File: config.mk
export PLATFORM = sky130hd
export DESIGN_NAME = deck_controller
export DESIGN_NICKNAME = d
export VERILOG_FILES = /design/src/rtl/deck_controller.sv
export SDC_FILE = /design/constraint.sdc
export NUM_CORES = 1
export LEC_CHECK = 0
export ABC_AREA = 0
export CAP_MARGIN = 20
export CORE_MARGIN = 2
export CORE_UTILIZATION = 59
export CTS_BUF_LIST = sky130_fd_sc_hd__clkbuf_8
export DETAILED_ROUTE_END_ITERATION = 7
export PLACE_DENSITY_LB_ADDON = 0.1
export REMOVE_ABC_BUFFERS = 1
export SLEW_MARGIN = 20
export SYNTH_ARGS = -nofsm -noshare
export SYNTH_HDL_FRONTEND = slang
export SYNTH_SLANG_ARGS = --single-unit
File: constraint.sdc
create_clock -name clk -period 8.8 [get_ports clk]
set_input_delay 1.32 -clock clk [delete_from_list [all_inputs] [get_ports clk]]
set_output_delay 1.32 -clock clk [all_outputs]
set_load 0.1 [all_outputs]
File: src/rtl/deck_controller.sv
// Card deck sequencer: builds an ordered 52-card deck in external RAM, Fisher-Yates
// shuffles it in place with a seeded Galois LFSR, then deals cards on request.
module deck_controller #(
  parameter int          DECK_SIZE    = 52,
  parameter int          ADDR_W       = 6,
  parameter int          CARD_W       = 4,
  parameter logic [15:0] DEFAULT_SEED = 16'hACE1
) (
  input  logic              clk,
  input  logic              rst,
  input  logic              start,
  input  logic [15:0]       seed,
  input  logic              deal_req,
  output logic [CARD_W-1:0] card,
  output logic              card_valid,
  output logic              deal_err,
  output logic [ADDR_W-1:0] cards_left,
  output logic              busy,
  output logic              ready,
  output logic              ram_wr_en,
  output logic [ADDR_W-1:0] ram_addr,
  output logic [CARD_W-1:0] ram_data_in,
  input  logic [CARD_W-1:0] ram_data_out
);

  typedef enum logic [3:0] {
    IDLE      = 4'd0,
    INIT      = 4'd1,
    PICK      = 4'd2,
    RD_I      = 4'd3,
    RD_J      = 4'd4,
    WAIT_J    = 4'd5,
    WR_I      = 4'd6,
    WR_J      = 4'd7,
    READY     = 4'd8,
    DEAL_RD   = 4'd9,
    DEAL_WAIT = 4'd10
  } state_t;

  localparam logic [ADDR_W-1:0] LAST_IDX  = ADDR_W'(DECK_SIZE - 1);
  localparam logic [ADDR_W-1:0] FULL_DECK = ADDR_W'(DECK_SIZE);

  state_t              state_q;
  logic [15:0]         lfsr_q;
  logic [ADDR_W-1:0]   k_q;
  logic [3:0]          rank_q;
  logic [ADDR_W-1:0]   i_q;
  logic [ADDR_W-1:0]   j_q;
  logic [ADDR_W-1:0]   ptr_q;
  logic [CARD_W-1:0]   vi_q;
  logic [CARD_W-1:0]   card_q;
  logic                card_valid_q;
  logic                deal_err_q;
  logic [ADDR_W-1:0]   cards_left_q;
  logic                busy_q;
  logic                ready_q;
  logic                ram_wr_en_q;
  logic [ADDR_W-1:0]   ram_addr_q;
  logic [CARD_W-1:0]   ram_data_in_q;

  logic [15:0]         lfsr_d;
  logic [ADDR_W-1:0]   mask_d;
  logic [ADDR_W-1:0]   r_d;
  logic [3:0]          rank_d;

  // Galois right-shift step, taps 16'hB400
  function automatic logic [15:0] lfsr_step(input logic [15:0] s);
    return {1'b0, s[15:1]} ^ (s[0] ? 16'hB400 : 16'h0000);
  endfunction

  // Smallest all-ones mask covering v
  function automatic logic [ADDR_W-1:0] range_mask(input logic [ADDR_W-1:0] v);
    logic [ADDR_W-1:0] m;
    m = '0;
    for (int b = 0; b < ADDR_W; b++) begin
      if (m < v) m = {m[ADDR_W-2:0], 1'b1};
      else       m = m;
    end
    return m;
  endfunction

  // Rank 0..12 maps to card value 1..9 then 10 for 10/J/Q/K
  function automatic logic [CARD_W-1:0] init_card(input logic [3:0] rank);
    return (rank >= 4'd9) ? CARD_W'(10) : CARD_W'(rank + 4'd1);
  endfunction

  always_comb begin
    lfsr_d = lfsr_step(lfsr_q);
    mask_d = range_mask(i_q);
    r_d    = lfsr_q[ADDR_W-1:0] & mask_d;
    if (rank_q == 4'd12) rank_d = 4'd0;
    else                 rank_d = rank_q + 4'd1;
  end

  always_ff @(posedge clk) begin
    if (!rst) begin
      state_q       <= IDLE;
      lfsr_q        <= DEFAULT_SEED;
      k_q           <= '0;
      rank_q        <= 4'd0;
      i_q           <= '0;
      j_q           <= '0;
      ptr_q         <= '0;
      vi_q          <= '0;
      card_q        <= '0;
      card_valid_q  <= 1'b0;
      deal_err_q    <= 1'b0;
      cards_left_q  <= '0;
      busy_q        <= 1'b0;
      ready_q       <= 1'b0;
      ram_wr_en_q   <= 1'b0;
      ram_addr_q    <= '0;
      ram_data_in_q <= '0;
    end else if (start) begin
      // Restart from any state; the first INIT write is presented right away
      state_q       <= INIT;
      lfsr_q        <= (seed == 16'h0000) ? DEFAULT_SEED : seed;
      k_q           <= '0;
      rank_q        <= 4'd0;
      card_valid_q  <= 1'b0;
      deal_err_q    <= 1'b0;
      cards_left_q  <= '0;
      busy_q        <= 1'b1;
      ready_q       <= 1'b0;
      ram_wr_en_q   <= 1'b1;
      ram_addr_q    <= '0;
      ram_data_in_q <= init_card(4'd0);
    end else begin
      card_valid_q <= 1'b0;
      deal_err_q   <= 1'b0;
      case (state_q)
        IDLE: begin
          state_q <= IDLE;
        end
        INIT: begin
          if (k_q == LAST_IDX) begin
            ram_wr_en_q <= 1'b0;
            i_q         <= LAST_IDX;
            state_q     <= PICK;
          end else begin
            k_q           <= k_q + ADDR_W'(1);
            rank_q        <= rank_d;
            ram_addr_q    <= k_q + ADDR_W'(1);
            ram_data_in_q <= init_card(rank_d);
          end
        end
        PICK: begin
          lfsr_q <= lfsr_d;
          if (r_d <= i_q) begin
            j_q        <= r_d;
            ram_addr_q <= i_q;
            state_q    <= RD_I;
          end else begin
            state_q <= PICK;
          end
        end
        RD_I: begin
          ram_addr_q <= j_q;
          state_q    <= RD_J;
        end
        RD_J: begin
          vi_q    <= ram_data_out;
          state_q <= WAIT_J;
        end
        WAIT_J: begin
          ram_wr_en_q   <= 1'b1;
          ram_addr_q    <= i_q;
          ram_data_in_q <= ram_data_out;
          state_q       <= WR_I;
        end
        WR_I: begin
          ram_addr_q    <= j_q;
          ram_data_in_q <= vi_q;
          state_q       <= WR_J;
        end
        WR_J: begin
          ram_wr_en_q <= 1'b0;
          if (i_q == ADDR_W'(1)) begin
            ptr_q        <= '0;
            cards_left_q <= FULL_DECK;
            busy_q       <= 1'b0;
            ready_q      <= 1'b1;
            state_q      <= READY;
          end else begin
            i_q     <= i_q - ADDR_W'(1);
            state_q <= PICK;
          end
        end
        READY: begin
          if (deal_req && (cards_left_q != '0)) begin
            ram_addr_q <= ptr_q;
            ready_q    <= 1'b0;
            state_q    <= DEAL_RD;
          end else if (deal_req) begin
            deal_err_q <= 1'b1;
          end else begin
            state_q <= READY;
          end
        end
        DEAL_RD: begin
          state_q <= DEAL_WAIT;
        end
        DEAL_WAIT: begin
          card_q       <= ram_data_out;
          card_valid_q <= 1'b1;
          ptr_q        <= ptr_q + ADDR_W'(1);
          if (cards_left_q != '0) cards_left_q <= cards_left_q - ADDR_W'(1);
          else                    cards_left_q <= '0;
          ready_q      <= 1'b1;
          state_q      <= READY;
        end
        default: begin
          state_q     <= IDLE;
          ram_wr_en_q <= 1'b0;
          busy_q      <= 1'b0;
          ready_q     <= 1'b0;
        end
      endcase
    end
  end

  assign card        = card_q;
  assign card_valid  = card_valid_q;
  assign deal_err    = deal_err_q;
  assign cards_left  = cards_left_q;
  assign busy        = busy_q;
  assign ready       = ready_q;
  assign ram_wr_en   = ram_wr_en_q;
  assign ram_addr    = ram_addr_q;
  assign ram_data_in = ram_data_in_q;

endmodule
==> results.cfg <==
[run_status]
status = finished clean

[power_and_ir_drop]
irDropWorstVdd_v = 0.0000968
p_leak_nw = 2.09
pwr_density_cell_nw_per_um2 = 135

[sta]
finalSetupTns_ps = 0
worst_slew_pin_slew_ps = 973
maxSlewHeadroom_pct = 34.9
setup_viol = 0
hold_violations = 0
rsz0062_at_grt = false
fin_skew_ps = 11.6
whs_ps = 462
slew_violations = 0
setup_slack_ps = 857
min_period_over_period_pct = 90.3
max_freq_mhz = 126
timing.final.crit_period_ps = 7940

[global_routing]
track_usage_pct = 28.2
gr-total-overflow = 0
grt_max_degree = 39
grt_pass1_wl_mm = 19.4
grt_pass1_vias = 4208
antenna_found_initial = 0

[layout]
fin_util_pct = 69.6
fillCellCount = 645
area_growth_pct = 15.6
final_layout_size_suffix_gt1_share_pct = 5.32
multi_input_area_um2 = 2830
n_antenna_cell = 0
final_cells = 741
layout.area.seq_um2 = 1540
nets = 687

[cts]
clock_sinks = 77
cts_buffers = 9
cts_setup_buffers = 0
clkTransAtPathRegs_ps = 80
cts_tree = built
clockBufferDepth = 2
root_buffer = clkbuf_8
htree_levels = 3
hold_buffers = 0
post_cts_resize_count = 0
clock_latency_ps = 360

[worst_hold_path]
hold_path.class = reg -> reg

[flow_run]
maxCapViolCount = 0

[floorplan]
die_w_um = 92.3
start_util_pct = 60.2
fp.dieH_um = 92.3
core_area_um2 = 7650
die_area_um2 = 8520
io_pins = 49
core.rowCount = 32

[synth]
synthFlopType = dfxtp_1
yosysUniqueCellTypes = 66
ys_seq_elements = 77
netlist_area_um2 = 4600
synthCells = 599
ys_warn_count = 0
synth-edff-count = 0
synth_seq_area_share_pct = 33.5
ys_async_sr_fraction_pct = 0
post_synth.cell_area_avg_um2 = 7.68

[place]
port_buffers = 48
dp.cells = 726
gp_congestion = 0.966
hpwl_mm = 8.39
dpl_worst_slack_ps = 984

[setup_path]
cpMostUsedCell = ha_1
arrival_ps = 8190
critPathKind = reg -> reg
slowest_delay_ps = 620
worstPathRequired_ps = 9050
cp_slowest_cell = a311oi_1
start_kind = flip-flop
crit_path_max_fanout = 13
cp-end-kind = flip-flop

[detailed_routing]
wire_per_inst_um = 15.8
antenna_left = 0
avgViaCountPerCell = 6.05
post-route-drc-count = 0
wirelength_mm = 11.7
num_vias = 4482
drt-initial-drc-count = 339
dr.pass1.iters = 7
==> sequential cells by signal, indices dropped and copies added (netlist names), 6 cells and up <==
signal / cells
ptr_q: 6
lfsr_q: 16
k_q: 6
ram_addr: 6
cards_left: 6
j_q: 6
i_q: 6
==> synthesized netlist by cell type, drive strengths merged, types with 4 or more instances <==
library cell	count	area, µm²
nor2	88	333
dfxtp	77	1540
nand2	77	289
a21oi	51	255
ha	28	350
inv	25	93.8
o21ai	25	125
clkbuf	19	72.6
o22ai	16	100
nand3	15	75.1
xnor2	12	105
buf	11	61.3
mux2i	11	110
nor3	11	60.1
a31oi	9	56.3
nor2b	9	56.3
nor4	9	56.3
a211oi	8	65.1
a222oi	7	70.1
o211ai	7	52.6
and2	6	37.5
xor2	6	52.6
nand2b	5	38.8
nand4	5	31.3
o21a	5	37.5
nand3b	4	30.0
o211a	4	40.0
==> metal layers <==
metal	wire, µm	GRT usage (%)	vias up
li1	-	-	2216
met1	5140	36.5	2097
met2	5620	47.5	152
met3	771	4.56	17
met4	167	10.6	0
met5	0	0	-
==> critical path: cells and delay by family (launching register included) <==
kind	cells	cell delay [ps]
adder cells (fa/ha/maj)	6	1510
AO/OA/AOI/OAI	16	3860
flip-flops	1	480
buffers and inverters	5	960
AND/OR/NAND/NOR	6	1030
==> stage by stage <==
stage / power, mW / cell area, µm²
3_5_place_dp: 0.460 / 5130
3_3_place_gp: 0.459 / 5120
4_1_cts: 0.718 / 5320
6_report: 0.717 / 5320
2_1_floorplan: 0.426 / 4470
5_1_grt: 0.739 / 5320
==> cell families (layout without fill, tap and decap cells) <==
group	count (synthesis)	after routing	synth area share, %
XOR/XNOR	18	18	3.43
flip-flops	77	77	33.5
multiplexers	11	11	2.39
adder cells (fa/ha/maj)	28	28	7.61
AND/OR/NAND/NOR	246	246	24.7
AO/OA/AOI/OAI	163	163	23.3
buffers and inverters	56	96	5.03
==> power by group <==
group          internal, mW  switching, mW  leakage, nW  total [mW]
combinational        0.0326         0.0558         1.37      0.0884
sequential            0.356        0.00813        0.626       0.365
clock                 0.129          0.134       0.0992       0.264
total                 0.518          0.198         2.09       0.717
==> layout make-up <==
type	instances	area share (%)
Clock inverter	6	1.18
Sequential cell	77	29.0
Inverter	26	1.83
Multi-Input combinational cell	466	53.3
Clock buffer	9	2.33
Timing Repair Buffer	55	10.0
Tap cell	102	2.40
==> layout by cell type (no fill, tap or decap), types with 7 or more instances in the layout <==
cell type         n
a211oi_1          7
a21oi_1          51
a222oi_1          7
a31oi_1           9
buf_4             7
clkbuf_8          9
clkdlybuf4s50_1  48
dfxtp_1          77
ha_1             28
inv_1            24
mux2i_1          11
nand2_1          77
nand3_1          15
nor2_1           87
nor2b_1           9
nor3_1           10
nor4_1            9
o211ai_1          7
o21ai_0          25
o22ai_1          16
xnor2_1          12
==> path summary, 6_finish.rpt <==
| check | startpoint | end | slack (ps) | depth (start not counted) |
|---|---|---|---|---|
| worst min-delay path | card[3]$_SDFFE_PN0P_ | card[3]$_SDFFE_PN0P_ | 460 | 2 |
| worst max-delay path | i_q[1]$_SDFFE_PN0P_ | ram_addr[4]$_SDFFE_PP0P_ | 860 | 33 |
| worst max register to register | i_q[1]$_SDFFE_PN0P_ | ram_addr[4]$_SDFFE_PP0P_ | 860 | 33 |
| worst min register to register | card[3]$_SDFFE_PN0P_ | card[3]$_SDFFE_PN0P_ | 460 | 2 |
Note: power is estimated with default switching activity, not from simulation.
